<file path="src/rtl/compl1_deser_dec_if.sv">
`default_nettype none
// ============================================================================
// Module      : compl1_deser_dec_if
// Description : Bundle of the serial-in / result-out signals of
//               compl1_deser_dec.
//               master : frame source and result consumer
//                        (drives start, cpl_in, sin, sin_valid, out_ready).
//               slave  : the deserialiser/decoder
//                        (drives busy, out_valid, data_out, sign_out,
//                        mag_out, negzero_out).
// Revision    : 1.0 - initial release
// ============================================================================
interface compl1_deser_dec_if #(
    parameter int WIDTH = 4
);
    logic             start;
    logic             cpl_in;
    logic             sin;
    logic             sin_valid;
    logic             out_ready;
    logic             busy;
    logic             out_valid;
    logic [WIDTH-1:0] data_out;
    logic             sign_out;
    logic [WIDTH-2:0] mag_out;
    logic             negzero_out;

    modport master (
        output start, cpl_in, sin, sin_valid, out_ready,
        input  busy, out_valid, data_out, sign_out, mag_out, negzero_out
    );

    modport slave (
        input  start, cpl_in, sin, sin_valid, out_ready,
        output busy, out_valid, data_out, sign_out, mag_out, negzero_out
    );
endinterface
`default_nettype wire

</file>
<file path="src/rtl/compl1_deser_dec.sv">
`default_nettype none
// ============================================================================
// Module      : compl1_deser_dec
// Description : Serial (LSB-first) receiver for words coded by the
//               ones'-complement stage. Undoes the conditional inversion
//               selected by the frame's cpl flag and decodes the restored
//               word as a signed ones'-complement number.
// Ports       : clk, rst      - clock, synchronous active-high reset
//               bus (slave)   - start/cpl_in/sin/sin_valid in,
//                               out_ready in, busy/out_valid out,
//                               data_out/sign_out/mag_out/negzero_out out
// Options     : COMPL1_NEGZERO_FIX_EN - when defined, negative zero
//               (all ones) is reported as +0 with negzero_out still set.
// Revision    : 1.0 - initial release
// ============================================================================
module compl1_deser_dec #(
    parameter int WIDTH = 4,
    parameter int CNT_W = 4
) (
    input  wire logic          clk,
    input  wire logic          rst,
    compl1_deser_dec_if.slave  bus
);

    typedef enum logic [1:0] {
        S_IDLE  = 2'd0,
        S_SHIFT = 2'd1,
        S_DONE  = 2'd2
    } state_t;

    state_t             state_q,   state_d;
    logic [CNT_W-1:0]   cnt_q,     cnt_d;
    logic [WIDTH-1:0]   sreg_q,    sreg_d;
    logic               cpl_q,     cpl_d;
    logic               busy_q,    busy_d;
    logic               valid_q,   valid_d;
    logic [WIDTH-1:0]   data_q,    data_d;
    logic               sign_q,    sign_d;
    logic [WIDTH-2:0]   mag_q,     mag_d;
    logic               negzero_q, negzero_d;

    // Shift register contents once the current bit is taken in.
    logic [WIDTH-1:0]   w_shifted;
    logic [WIDTH-1:0]   w_restored;
    logic               w_negzero;
    logic [WIDTH-1:0]   w_data;
    logic               w_sign;
    logic [WIDTH-2:0]   w_mag;

    assign w_shifted = {bus.sin, sreg_q[WIDTH-1:1]};

    // Decode of the word that would be complete after this edge.
    always_comb begin
        w_restored = w_shifted ^ {WIDTH{cpl_q}};
        w_negzero  = &w_restored;
`ifdef COMPL1_NEGZERO_FIX_EN
        w_data     = w_negzero ? '0 : w_restored;
`else
        w_data     = w_restored;
`endif
        w_sign     = w_data[WIDTH-1];
        w_mag      = w_sign ? ~w_data[WIDTH-2:0] : w_data[WIDTH-2:0];
    end

    always_comb begin
        state_d   = state_q;
        cnt_d     = cnt_q;
        sreg_d    = sreg_q;
        cpl_d     = cpl_q;
        busy_d    = busy_q;
        valid_d   = valid_q;
        data_d    = data_q;
        sign_d    = sign_q;
        mag_d     = mag_q;
        negzero_d = negzero_q;

        case (state_q)
            S_IDLE: begin
                if (bus.start) begin
                    cpl_d   = bus.cpl_in;
                    cnt_d   = '0;
                    sreg_d  = '0;
                    busy_d  = 1'b1;
                    state_d = S_SHIFT;
                end
            end
            S_SHIFT: begin
                if (bus.sin_valid) begin
                    sreg_d = w_shifted;
                    cnt_d  = cnt_q + 1'b1;
                    // Last bit: result registers load on the same edge.
                    if (cnt_q == CNT_W'(WIDTH - 1)) begin
                        state_d   = S_DONE;
                        valid_d   = 1'b1;
                        data_d    = w_data;
                        sign_d    = w_sign;
                        mag_d     = w_mag;
                        negzero_d = w_negzero;
                    end
                end
            end
            S_DONE: begin
                if (bus.out_ready) begin
                    state_d = S_IDLE;
                    valid_d = 1'b0;
                    busy_d  = 1'b0;
                end
            end
            default: begin
                state_d = S_IDLE;
                valid_d = 1'b0;
                busy_d  = 1'b0;
            end
        endcase
    end

    always_ff @(posedge clk) begin
        if (rst) begin
            state_q   <= S_IDLE;
            cnt_q     <= '0;
            sreg_q    <= '0;
            cpl_q     <= 1'b0;
            busy_q    <= 1'b0;
            valid_q   <= 1'b0;
            data_q    <= '0;
            sign_q    <= 1'b0;
            mag_q     <= '0;
            negzero_q <= 1'b0;
        end else begin
            state_q   <= state_d;
            cnt_q     <= cnt_d;
            sreg_q    <= sreg_d;
            cpl_q     <= cpl_d;
            busy_q    <= busy_d;
            valid_q   <= valid_d;
            data_q    <= data_d;
            sign_q    <= sign_d;
            mag_q     <= mag_d;
            negzero_q <= negzero_d;
        end
    end

    assign bus.busy        = busy_q;
    assign bus.out_valid   = valid_q;
    assign bus.data_out    = data_q;
    assign bus.sign_out    = sign_q;
    assign bus.mag_out     = mag_q;
    assign bus.negzero_out = negzero_q;

endmodule
`default_nettype wire

</file>
<file path="src/flat_wrapper.sv">
// flat-port wrapper written by rule: the top's interface ports become plain ports
module compl1_deser_dec_flat 
#(
    parameter int WIDTH = 4,
    parameter int CNT_W = 4
)
  (clk, rst, bus_start, bus_cpl_in, bus_sin, bus_sin_valid, bus_out_ready, bus_busy, bus_out_valid, bus_data_out, bus_sign_out, bus_mag_out, bus_negzero_out);
  compl1_deser_dec_if #(.WIDTH(WIDTH)) bus_i ();
  input  wire logic clk;
  input  wire logic rst;
  input wire logic [$bits(bus_i.start)-1:0] bus_start;
  input wire logic [$bits(bus_i.cpl_in)-1:0] bus_cpl_in;
  input wire logic [$bits(bus_i.sin)-1:0] bus_sin;
  input wire logic [$bits(bus_i.sin_valid)-1:0] bus_sin_valid;
  input wire logic [$bits(bus_i.out_ready)-1:0] bus_out_ready;
  output wire logic [$bits(bus_i.busy)-1:0] bus_busy;
  output wire logic [$bits(bus_i.out_valid)-1:0] bus_out_valid;
  output wire logic [$bits(bus_i.data_out)-1:0] bus_data_out;
  output wire logic [$bits(bus_i.sign_out)-1:0] bus_sign_out;
  output wire logic [$bits(bus_i.mag_out)-1:0] bus_mag_out;
  output wire logic [$bits(bus_i.negzero_out)-1:0] bus_negzero_out;
  assign bus_i.start = bus_start;
  assign bus_i.cpl_in = bus_cpl_in;
  assign bus_i.sin = bus_sin;
  assign bus_i.sin_valid = bus_sin_valid;
  assign bus_i.out_ready = bus_out_ready;
  assign bus_busy = bus_i.busy;
  assign bus_out_valid = bus_i.out_valid;
  assign bus_data_out = bus_i.data_out;
  assign bus_sign_out = bus_i.sign_out;
  assign bus_mag_out = bus_i.mag_out;
  assign bus_negzero_out = bus_i.negzero_out;
  compl1_deser_dec #(.WIDTH(WIDTH), .CNT_W(CNT_W)) u_core (.clk(clk), .rst(rst), .bus(bus_i));
endmodule
</file>
<file path="config.mk">
export PLATFORM = sky130hd
export DESIGN_NAME = compl1_deser_dec_flat
export DESIGN_NICKNAME = d
export VERILOG_FILES = /design/src/rtl/compl1_deser_dec_if.sv /design/src/rtl/compl1_deser_dec.sv /design/src/flat_wrapper.sv
export SDC_FILE = /design/constraint.sdc
export NUM_CORES = 1
export LEC_CHECK = 0
export CAP_MARGIN = 20
export CORE_MARGIN = 5
export CORE_UTILIZATION = 44
export CTS_CLUSTER_DIAMETER = 80
export CTS_CLUSTER_SIZE = 10
export DETAILED_ROUTE_END_ITERATION = 16
export PLACE_DENSITY = 0.72
export SLEW_MARGIN = 20
export SYNTH_ARGS = -nofsm -noshare
export SYNTH_HDL_FRONTEND = slang
export SYNTH_SLANG_ARGS = --single-unit
</file>
<file path="constraint.sdc">
create_clock -name clk -period 1.3 [get_ports clk]
set_clock_uncertainty 0.05 [all_clocks]
set_input_delay 0.26 -clock clk [delete_from_list [all_inputs] [get_ports clk]]
set_output_delay 0.26 -clock clk [all_outputs]
set_load 0.03 [all_outputs]
</file>
==> flow_summary.json, run 1 <==
{
  "crit_arrival_ns": 1.49,
  "hp-class": "input port to flop",
  "critPathLaunch": "u_core.sreg_q[3]$_SDFFE_PP0P_",
  "htree_levels": 1,
  "cts-root-buf": "clkbuf_4",
  "failed_checks": "negative setup slack",
  "io_pins": 18,
  "setup_ws_ns": -0.0340,
  "grt_max_degree": 13,
  "grt_pass1_wl_mm": 3.59,
  "place_congestion": 0.773,
  "synth_area_um2": 921,
  "path_max_fanout": 3,
  "cts-buffers-inserted": 3,
  "clk_latency_ns": 0.30,
  "netlist_instances": 105,
  "drc": 0,
  "port_buffers": 17,
  "critPathSlowestCell": "dfxtp_1",
  "worstPathCellList": "xor2_2 -> ha_1 -> o21ai_0 -> o41ai_1",
  "wire_per_inst_um": 15.2,
  "max_stage_delay_ns": 0.42,
  "area_delta_synth_final_pct": 47.4,
  "nNetsFinal": 143,
  "leakage_nw": 0.503,
  "drv_slew": 0,
  "track_usage_pct": 14.1,
  "vdd_drop_max_mv": 0.764,
  "crit_buf_inv": 0,
  "ys.flop_type": "dfxtp_1",
  "antenna_cells": 0,
  "required_ns": 1.46,
  "yosysSeqAreaShare_pct": 43.5,
  "vias": 895,
  "criticalPathCategory": "flop to flop",
  "slew_headroom_pct": 80.6,
  "finalCritPeriodShare_pct": 103,
  "p_per_area_mw_per_mm2": 975,
  "syn_nets": 114,
  "start_util_pct": 46.5,
  "synth_edf_count": 0,
  "rows": 16,
  "fmax_ghz": 0.750,
  "clkTransAtPathRegs_ns": 0.12,
  "antenna_found_initial": 0,
  "die_h_um": 55.8,
  "die_w_um": 55.8,
  "setup_viol": 4,
  "cts_hold_buf": 0,
  "core_area_mm2": 0.00198,
  "drt_iter0_markers": 15,
  "rsz0062_at_grt": "true",
  "yosys_warnings": 0,
  "final_util_pct": 68.5,
  "drive_gt1_share_pct": 39.1,
  "cpLargestDelayFamily": "flip-flops",
  "hpwl_mm": 1.51,
  "cp-start-kind": "flop",
  "grt_pass1_vias": 775,
  "drt_pass1_iterations": 4,
  "cts_buffer_depth": 2,
  "syn_area_per_cell_um2": 8.77,
  "drv_cap": 0,
  "status": "finished with violations",
  "hold_viol": 0,
  "worstMarginPinSlew_ns": 0.289,
  "die-area_mm2": 0.00311,
  "critPathCaptureType": "flop",
  "yosysUniqueCellTypes": 31,
  "finalCriticalPeriod_ns": 1.33,
  "reg2reg_from": "u_core.sreg_q[3]$_SDFFE_PP0P_",
  "fillers": 154,
  "cts_sinks": 20,
  "p_total_mw": 1.32,
  "cts_tree": "built",
  "ant_nets": 0,
  "grt-ovfl-total": 0,
  "ys_seq_elements": 20,
  "totalWireLength_mm": 2.43,
  "ys_async_sr_fraction_pct": 0,
  "via_per_inst": 5.59,
  "hp-start": "bus_sin"
}
-- tightest hold or removal path, cell delays in order --
cell	delay (ns)
dlymetal6s2s_1	0.16
buf_4	0.17
nand4_1	0.09
a21oi_1	0.07
-- Yosys cell counts, types with 2 or more instances --
cell	instances	area (um2)
a211oi_1	4	30.0
o21ai_0	10	50.1
nor3_1	4	20.0
xnor2_1	4	35.0
nand4_1	4	25.0
nor3b_1	2	15.0
nand2_1	2	7.51
mux2i_1	2	20.0
ha_1	2	25.0
dfxtp_1	20	400
a21oi_1	16	80.1
nand3_1	2	10.0
nor2_1	6	22.5
clkbuf_1	4	15.0
buf_2	3	15.0
nand2b_1	2	12.5
xor2_1	3	26.3
nor2b_1	2	12.5
-- logic make-up (layout without fill, tap and decap cells) --
logic type	Yosys count	after routing	share of synthesized area, %
flip-flops	20	20	43.5
XOR/XNOR	7	7	6.66
AND/OR/NAND/NOR	31	31	19.8
AO/OA/AOI/OAI	33	33	20.1
adder cells (fa/ha/maj)	2	2	2.72
buffers and inverters	10	38	5.03
multiplexers	2	2	2.17
-- report_power, final --
group,switching [mW],internal (mW)
Combinational,0.0896,0.0851
Sequential,0.0128,0.624
Clock,0.200,0.311
Total,0.303,1.02
-- timing repair --
item / CTS / global route
buffers inserted: 1 / 0
pin swaps: 6 / 7
gates resized for setup: 15 / 16
endpoints found under the hold margin: 0 / 0
setup endpoints to repair: 12 / 18
gates cloned: 1 / 0
-- sequential cells by signal, summed over array words and instances (netlist names) --
register and count:
u_core.bus.busy 1, u_core.sreg_q 3, u_core.state_q 2, u_core.bus.mag_out 3
u_core.bus.data_out 4, u_core.cnt_q 4, u_core.bus.negzero_out 1, u_core.cpl_q 1
u_core.bus.out_valid 1
-- layer usage --
layer  global-route usage, %  routed length [um]  vias up
li1                        -                   -      435
met1                    18.6                1120      422
met5                       0                   0        -
met4                    5.21                  64        0
met2                    22.8                1120       28
met3                    2.55                 124       10
-- stage by stage --
stage / hold slack, ns / worst slack [ns] / TNS (ns) / std cells / instance area, um2
floorplan: 0.357 / 0.0284 / 0 / 105 / 925
global placement: 0.412 / -0.360 / -5.43 / 154 / 1160
detailed placement: 0.430 / -0.421 / -5.98 / 154 / 1160
CTS: 0.383 / -0.0581 / -0.281 / 160 / 1280
finish: 0.443 / -0.0340 / -0.0794 / 160 / 1360
global route: 0.450 / -0.132 / -0.742 / 160 / 1360
-- layout make-up --
cell class                 instances  area (um2)  share of cell area, %
multi-input combinational         75         598                   44.1
timing repair buffer              33         263                   19.4
tap                               27        33.8                   2.49
sequential                        20         407                   30.0
clock inverter                     1        30.0                   2.21
clock buffer                       3        22.5                   1.66
inverter                           1        3.75                  0.276
-- cells in the final DEF, fill, tap and decap left out, types with 3 or more instances in the layout --
cell             instances
buf_4                   27
dfxtp_1                 15
a21oi_1                 13
o21ai_0                  9
nor2_1                   5
dfxtp_2                  5
xnor2_1                  4
nor3_1                   4
nand4_1                  4
a21oi_2                  3
a211oi_2                 3
clkbuf_4                 3
clkdlybuf4s50_1          3
-- worst paths after layout --
check | to | slack (ns) | cells after the start
min reg2reg | u_core.bus.out_valid$_SDFFE_PP0P_ | 0.45 | 2
min | u_core.sreg_q[3]$_SDFFE_PP0P_ | 0.44 | 4
max reg2reg | u_core.bus.negzero_out$_SDFFE_PP0P_ | -0.03 | 4
max | u_core.bus.negzero_out$_SDFFE_PP0P_ | -0.03 | 4
No activity file was read; power rests on OpenSTA's default activity.
==> inputs of run 2 (changes only) <==
CORE_MARGIN = 2   (was 5)
==> run 2 against run 1 <==
  * The flow still finishes with violations (negative setup slack)
  * Via count rose by 0.22%
  * Power fell by 1.4%
  * Global-route usage rose by 5.1 points
  * Largest cell class unchanged
==> flow_summary.json, run 2 (synthesis gave the netlist of run 1 again) <==
{
  "hold_viol": 0,
  "totalWireLength_mm": 2.36,
  "wire_per_inst_um": 14.6,
  "final_util_pct": 69.1,
  "finalCritPeriodShare_pct": 104,
  "clkTransAtPathRegs_ns": 0.12,
  "track_usage_pct": 19.2,
  "drt_iter0_markers": 30,
  "cts_hold_buf": 0,
  "drive_gt1_share_pct": 43.3,
  "min_path_cells": 3,
  "required_ns": 1.45,
  "vias": 897,
  "die_h_um": 49.8,
  "hpwl_mm": 1.51,
  "p_total_mw": 1.30,
  "grt-ovfl-total": 0,
  "ff2ff_setup_slack_ns": -0.05,
  "setup_viol": 7,
  "cts_buffer_depth": 2,
  "hp-start": "bus_start",
  "worstMarginPinSlew_ns": 0.342,
  "htree_levels": 1,
  "place_congestion": 0.815,
  "slew_headroom_pct": 77.1,
  "criticalPathCategory": "flop to flop",
  "hold_end": "u_core.state_q[0]$_SDFFE_PP0P_",
  "antenna_cells": 0,
  "fmax_ghz": 0.743,
  "start_util_pct": 46.9,
  "layout_commonest_cell": "buf_4",
  "multi_input_area_um2": 583,
  "drc": 0,
  "grt_max_degree": 14,
  "mostFrequentLayoutCells": "buf_4 (27), dfxtp_1 (13), a21oi_1 (11), o21ai_0 (10), dfxtp_2 (6)",
  "grt_pass1_wl_mm": 3.65,
  "core_area_mm2": 0.00196,
  "cts_sinks": 20,
  "clk_latency_ns": 0.30,
  "via_per_inst": 5.57,
  "grt_pass1_vias": 822,
  "die-area_mm2": 0.00248,
  "failed_checks": "negative setup slack",
  "seqCellArea_um2": 412,
  "p_per_area_mw_per_mm2": 962,
  "rows": 16,
  "leakage_nw": 0.527,
  "rr_endpoint": "u_core.state_q[0]$_SDFFE_PP0P_",
  "critPathCaptureType": "flop",
  "hp-class": "input port to flop",
  "vdd_drop_max_mv": 0.843,
  "status": "finished with violations",
  "rsz0062_at_grt": "true",
  "io_pins": 18,
  "nNetsFinal": 144,
  "crit_arrival_ns": 1.49,
  "ant_nets": 0,
  "drt_pass1_iterations": 4,
  "setup_ws_ns": -0.0462,
  "path_max_fanout": 4,
  "die_w_um": 49.8,
  "drv_cap": 0,
  "area_delta_synth_final_pct": 47.3,
  "reg2reg_from": "u_core.cnt_q[0]$_SDFFE_PP0P_",
  "port_buffers": 17,
  "cts-buffers-inserted": 3,
  "r2r_cells": 4,
  "drv_slew": 0,
  "fillers": 157,
  "cp-start-kind": "flop",
  "cts_tree": "built",
  "antenna_found_initial": 0,
  "cts-root-buf": "clkbuf_4",
  "finalCriticalPeriod_ns": 1.35
}
-- run 2: power breakdown --
part | internal [mW] | switching [mW] | total (mW)
sequential | 0.623 | 0.0134 | 0.636
clock | 0.311 | 0.199 | 0.511
combinational | 0.0788 | 0.0791 | 0.158
total | 1.01 | 0.292 | 1.30
-- run 2: repair_timing --
action,4_1_cts,5_1_grt
setup endpoints to repair,10,19
hold endpoints to repair,0,0
buffers inserted,1,1
resized for setup,12,20
cloned,1,0
pin swaps,8,7
-- run 2: critical path, cell delays in order (launching register included) --
cell	delay, ns
dfxtp_2	0.36
ha_4	0.16
nor4bb_4	0.15
buf_2	0.16
a2111oi_2	0.36
-- run 2: layer usage --
metal | part of all wire, % | global-route usage [%]
met1 | 43 | 23.5
met2 | 52 | 33.1
met3 | 4.6 | 2.73
met4 | 0.59 | 8.80
met5 | 0 | 0
-- run 2: worst max path at each step --
stage                                 start                                  end  slack [ns]  depth (start not counted)
3_3_place_gp                  bus_sin_valid  u_core.bus.data_out[1]$_SDFFE_PP0P_       -0.36                          5
4_1_cts        u_core.cnt_q[1]$_SDFFE_PP0P_   u_core.bus.mag_out[1]$_SDFFE_PP0P_       -0.04                          5
3_5_place_dp                  bus_sin_valid  u_core.bus.data_out[1]$_SDFFE_PP0P_       -0.41                          5
6_report       u_core.cnt_q[0]$_SDFFE_PP0P_       u_core.state_q[0]$_SDFFE_PP0P_       -0.05                          4
2_1_floorplan                 bus_sin_valid         u_core.cnt_q[3]$_SDFFE_PP0P_        0.03                          4
5_1_grt        u_core.cnt_q[0]$_SDFFE_PP0P_       u_core.state_q[0]$_SDFFE_PP0P_       -0.10                          4
-- run 2: final cells by class --
type | count | area share (%)
timing repair buffer | 34 | 20.0
tap | 27 | 2.49
sequential | 20 | 30.4
clock inverter | 1 | 2.21
clock buffer | 3 | 1.66
inverter | 1 | 0.277
multi-input combinational | 75 | 43.0
-- run 2: through the flow --
step                hold WS [ns]  cells  setup TNS (ns)  setup WS, ns  cell area [um2]
floorplan                  0.357    105               0        0.0284              925
global placement           0.415    155           -5.31        -0.361             1170
detailed placement         0.433    155           -6.00        -0.412             1170
CTS                        0.450    161          -0.286       -0.0446             1280
global route               0.303    161          -0.732        -0.105             1360
finish                     0.305    161          -0.166       -0.0462             1360
==> inputs of run 3 (changes only) <==
GPL_ROUTABILITY_DRIVEN = 0   (was not set)
==> run 3 against run 2 <==
  * Sequential power about the same
  * Clock power down 30%
  * The flow now finishes without violations
  * Non-clock buffer count unchanged
  * Sequential share of layout area down 0.42 points
  * Final area up 2.0%
  * Sequential cell count unchanged
  * Highest routed layer unchanged
  * Worst hold slack better by 0.16 ns
  * Power down 11%
  * Combinational power up 6%
  * Fmax up 3.8%
  * First-iteration DRC count down 60%
  * Utilization up 1.4 points
==> flow_summary.json, run 3 (synthesis gave the netlist of run 1 again) <==
{
  "wire_per_inst_um": 14.3,
  "slew_headroom_pct": 73.7,
  "use_met1_pct": 25.8,
  "nNetsFinal": 144,
  "cts_sinks": 20,
  "cp-start-kind": "flop",
  "p_per_area_mw_per_mm2": 842,
  "status": "complete, no violations",
  "ant_nets": 0,
  "grt_pass1_vias": 847,
  "hpwl_mm": 1.53,
  "p_int_mw": 0.877,
  "mostFrequentLayoutCells": "buf_4 (27), dfxtp_1 (13), a21oi_1 (10), o21ai_0 (8), a21oi_2 (6)",
  "port_buffers": 17,
  "io_pins": 18,
  "finalCritPeriodShare_pct": 99.8,
  "cts-root-buf": "clkbuf_4",
  "worst_hold_slack_ns": 0.461,
  "reg2reg_from": "u_core.state_q[0]$_SDFFE_PP0P_",
  "top_usage_layer": "met2",
  "dp.cells": 154,
  "drv_slew": 0,
  "hold_end": "u_core.bus.busy$_SDFFE_PP0P_",
  "hp-start": "u_core.bus.busy$_SDFFE_PP0P_",
  "grt-ovfl-total": 0,
  "htree_levels": 1,
  "gr-usage-met3_pct": 3.64,
  "start_util_pct": 46.9,
  "antenna_found_initial": 0,
  "totalWireLength_mm": 2.31,
  "place_area_mm2": 0.00116,
  "criticalPathCategory": "flop to flop",
  "rows": 16,
  "required_ns": 1.44,
  "critPathCaptureType": "flop",
  "p_sw_mw": 0.288,
  "cts_tree": "built",
  "setup_viol": 0,
  "drv_cap": 0,
  "antenna_cells": 0,
  "die_w_um": 49.8,
  "r2r_cells": 4,
  "ff2ff_setup_slack_ns": 0.003,
  "worstMarginPinSlew_ns": 0.394,
  "rr_endpoint": "u_core.cnt_q[3]$_SDFFE_PP0P_",
  "finalNonFillerCells": 161,
  "p_clk_share_pct": 30.9,
  "fmax_ghz": 0.771,
  "fin_area_mm2": 0.00138,
  "finalCriticalPeriod_ns": 1.30,
  "pwr-share-seq_pct": 54.8,
  "leakage_nw": 0.508,
  "area_delta_synth_final_pct": 50.3,
  "core_area_mm2": 0.00196,
  "die-area_mm2": 0.00248,
  "via_per_inst": 5.48,
  "path_max_fanout": 6,
  "p_sw_share_pct": 24.8,
  "layout_commonest_cell": "buf_4",
  "grt_pass1_wl_mm": 3.97,
  "final_util_pct": 70.5,
  "cts_buffer_depth": 2,
  "rsz0062_at_grt": "true",
  "pre_cts_ws_ns": -0.416,
  "grt_max_degree": 14,
  "drc": 0,
  "drt_pass1_iterations": 4,
  "hp-class": "flop to flop",
  "cts-buffers-inserted": 3,
  "tns_ns": 0,
  "grtUsageMet2_pct": 38.0,
  "min_path_cells": 2,
  "p_total_mw": 1.17,
  "clk_latency_ns": 0.30,
  "die_h_um": 49.8,
  "setup_ws_ns": 0.00307,
  "hold_viol": 0,
  "track_usage_pct": 21.1,
  "pwr-share-comb_pct": 14.4,
  "drive_gt1_share_pct": 47.0,
  "vias": 882,
  "clkTransAtPathRegs_ns": 0.11,
  "vdd_drop_max_mv": 0.539,
  "drt_iter0_markers": 12,
  "crit_arrival_ns": 1.44
}
-- run 3: changes by cell type in the layout (fill, tap and decap cells not counted), sizes merged --
cell / before / now
clkbuf: 3 / 4
dlygate4sd2: 1 / 3
bufinv: 1 / 0
dlymetal6s2s: 2 / 0
-- run 3: how the worst max path moves through the flow --
stage                     cells after the start  slack, ns                                   to                           start
after global routing                          3      -0.04         u_core.cnt_q[3]$_SDFFE_PP0P_  u_core.state_q[0]$_SDFFE_PP0P_
after detailed placement                      5      -0.42   u_core.bus.mag_out[1]$_SDFFE_PP0P_                   bus_sin_valid
after CTS                                     4     0.0006  u_core.bus.negzero_out$_SDFFE_PP0P_       u_core.cpl_q$_SDFFE_PP0P_
after floorplan                               4       0.03         u_core.cnt_q[3]$_SDFFE_PP0P_                   bus_sin_valid
final                                         4      0.003         u_core.cnt_q[3]$_SDFFE_PP0P_  u_core.state_q[0]$_SDFFE_PP0P_
after global placement                        5      -0.36   u_core.bus.mag_out[1]$_SDFFE_PP0P_                   bus_sin_valid
-- run 3: worst max-delay path, cell delays in order, from the launching register on --
cell     delay (ns)
dfxtp_4        0.39
mux2i_2        0.17
buf_4          0.17
o31ai_1        0.32
a21oi_2        0.10
-- run 3: what timing repair did --
item / in CTS / in global routing
resized for setup: 24 / 19
endpoints found under the setup margin: 13 / 16
buffers inserted: 1 / 1
cloned: 1 / 0
pin swaps: 5 / 10
hold buffers: 0 / 0
-- run 3: power groups by stage --
stage	Clock, mW	Sequential (mW)	Combinational, mW
2_1_floorplan	0	0.647	0.0696
3_3_place_gp	0	0.646	0.137
3_5_place_dp	0	0.646	0.139
4_1_cts	0.374	0.636	0.149
5_1_grt	0.403	0.640	0.182
6_report	0.360	0.638	0.167
-- run 3: cell type report --
class                   instances  area, um2
clock buffers                   4       36.3
fillers                       171        578
inverters                       1       3.75
multi-input cells              75        626
flip-flops and latches         20        414
well taps                      27       33.8
repair buffers                 34        270
-- run 3: layer usage --
metal / up-vias / share of wire [%]
met5: - / 0
met4: 0 / 0.65
met3: 3 / 4.8
met2: 28 / 50
met1: 416 / 44
li1: 435 / -
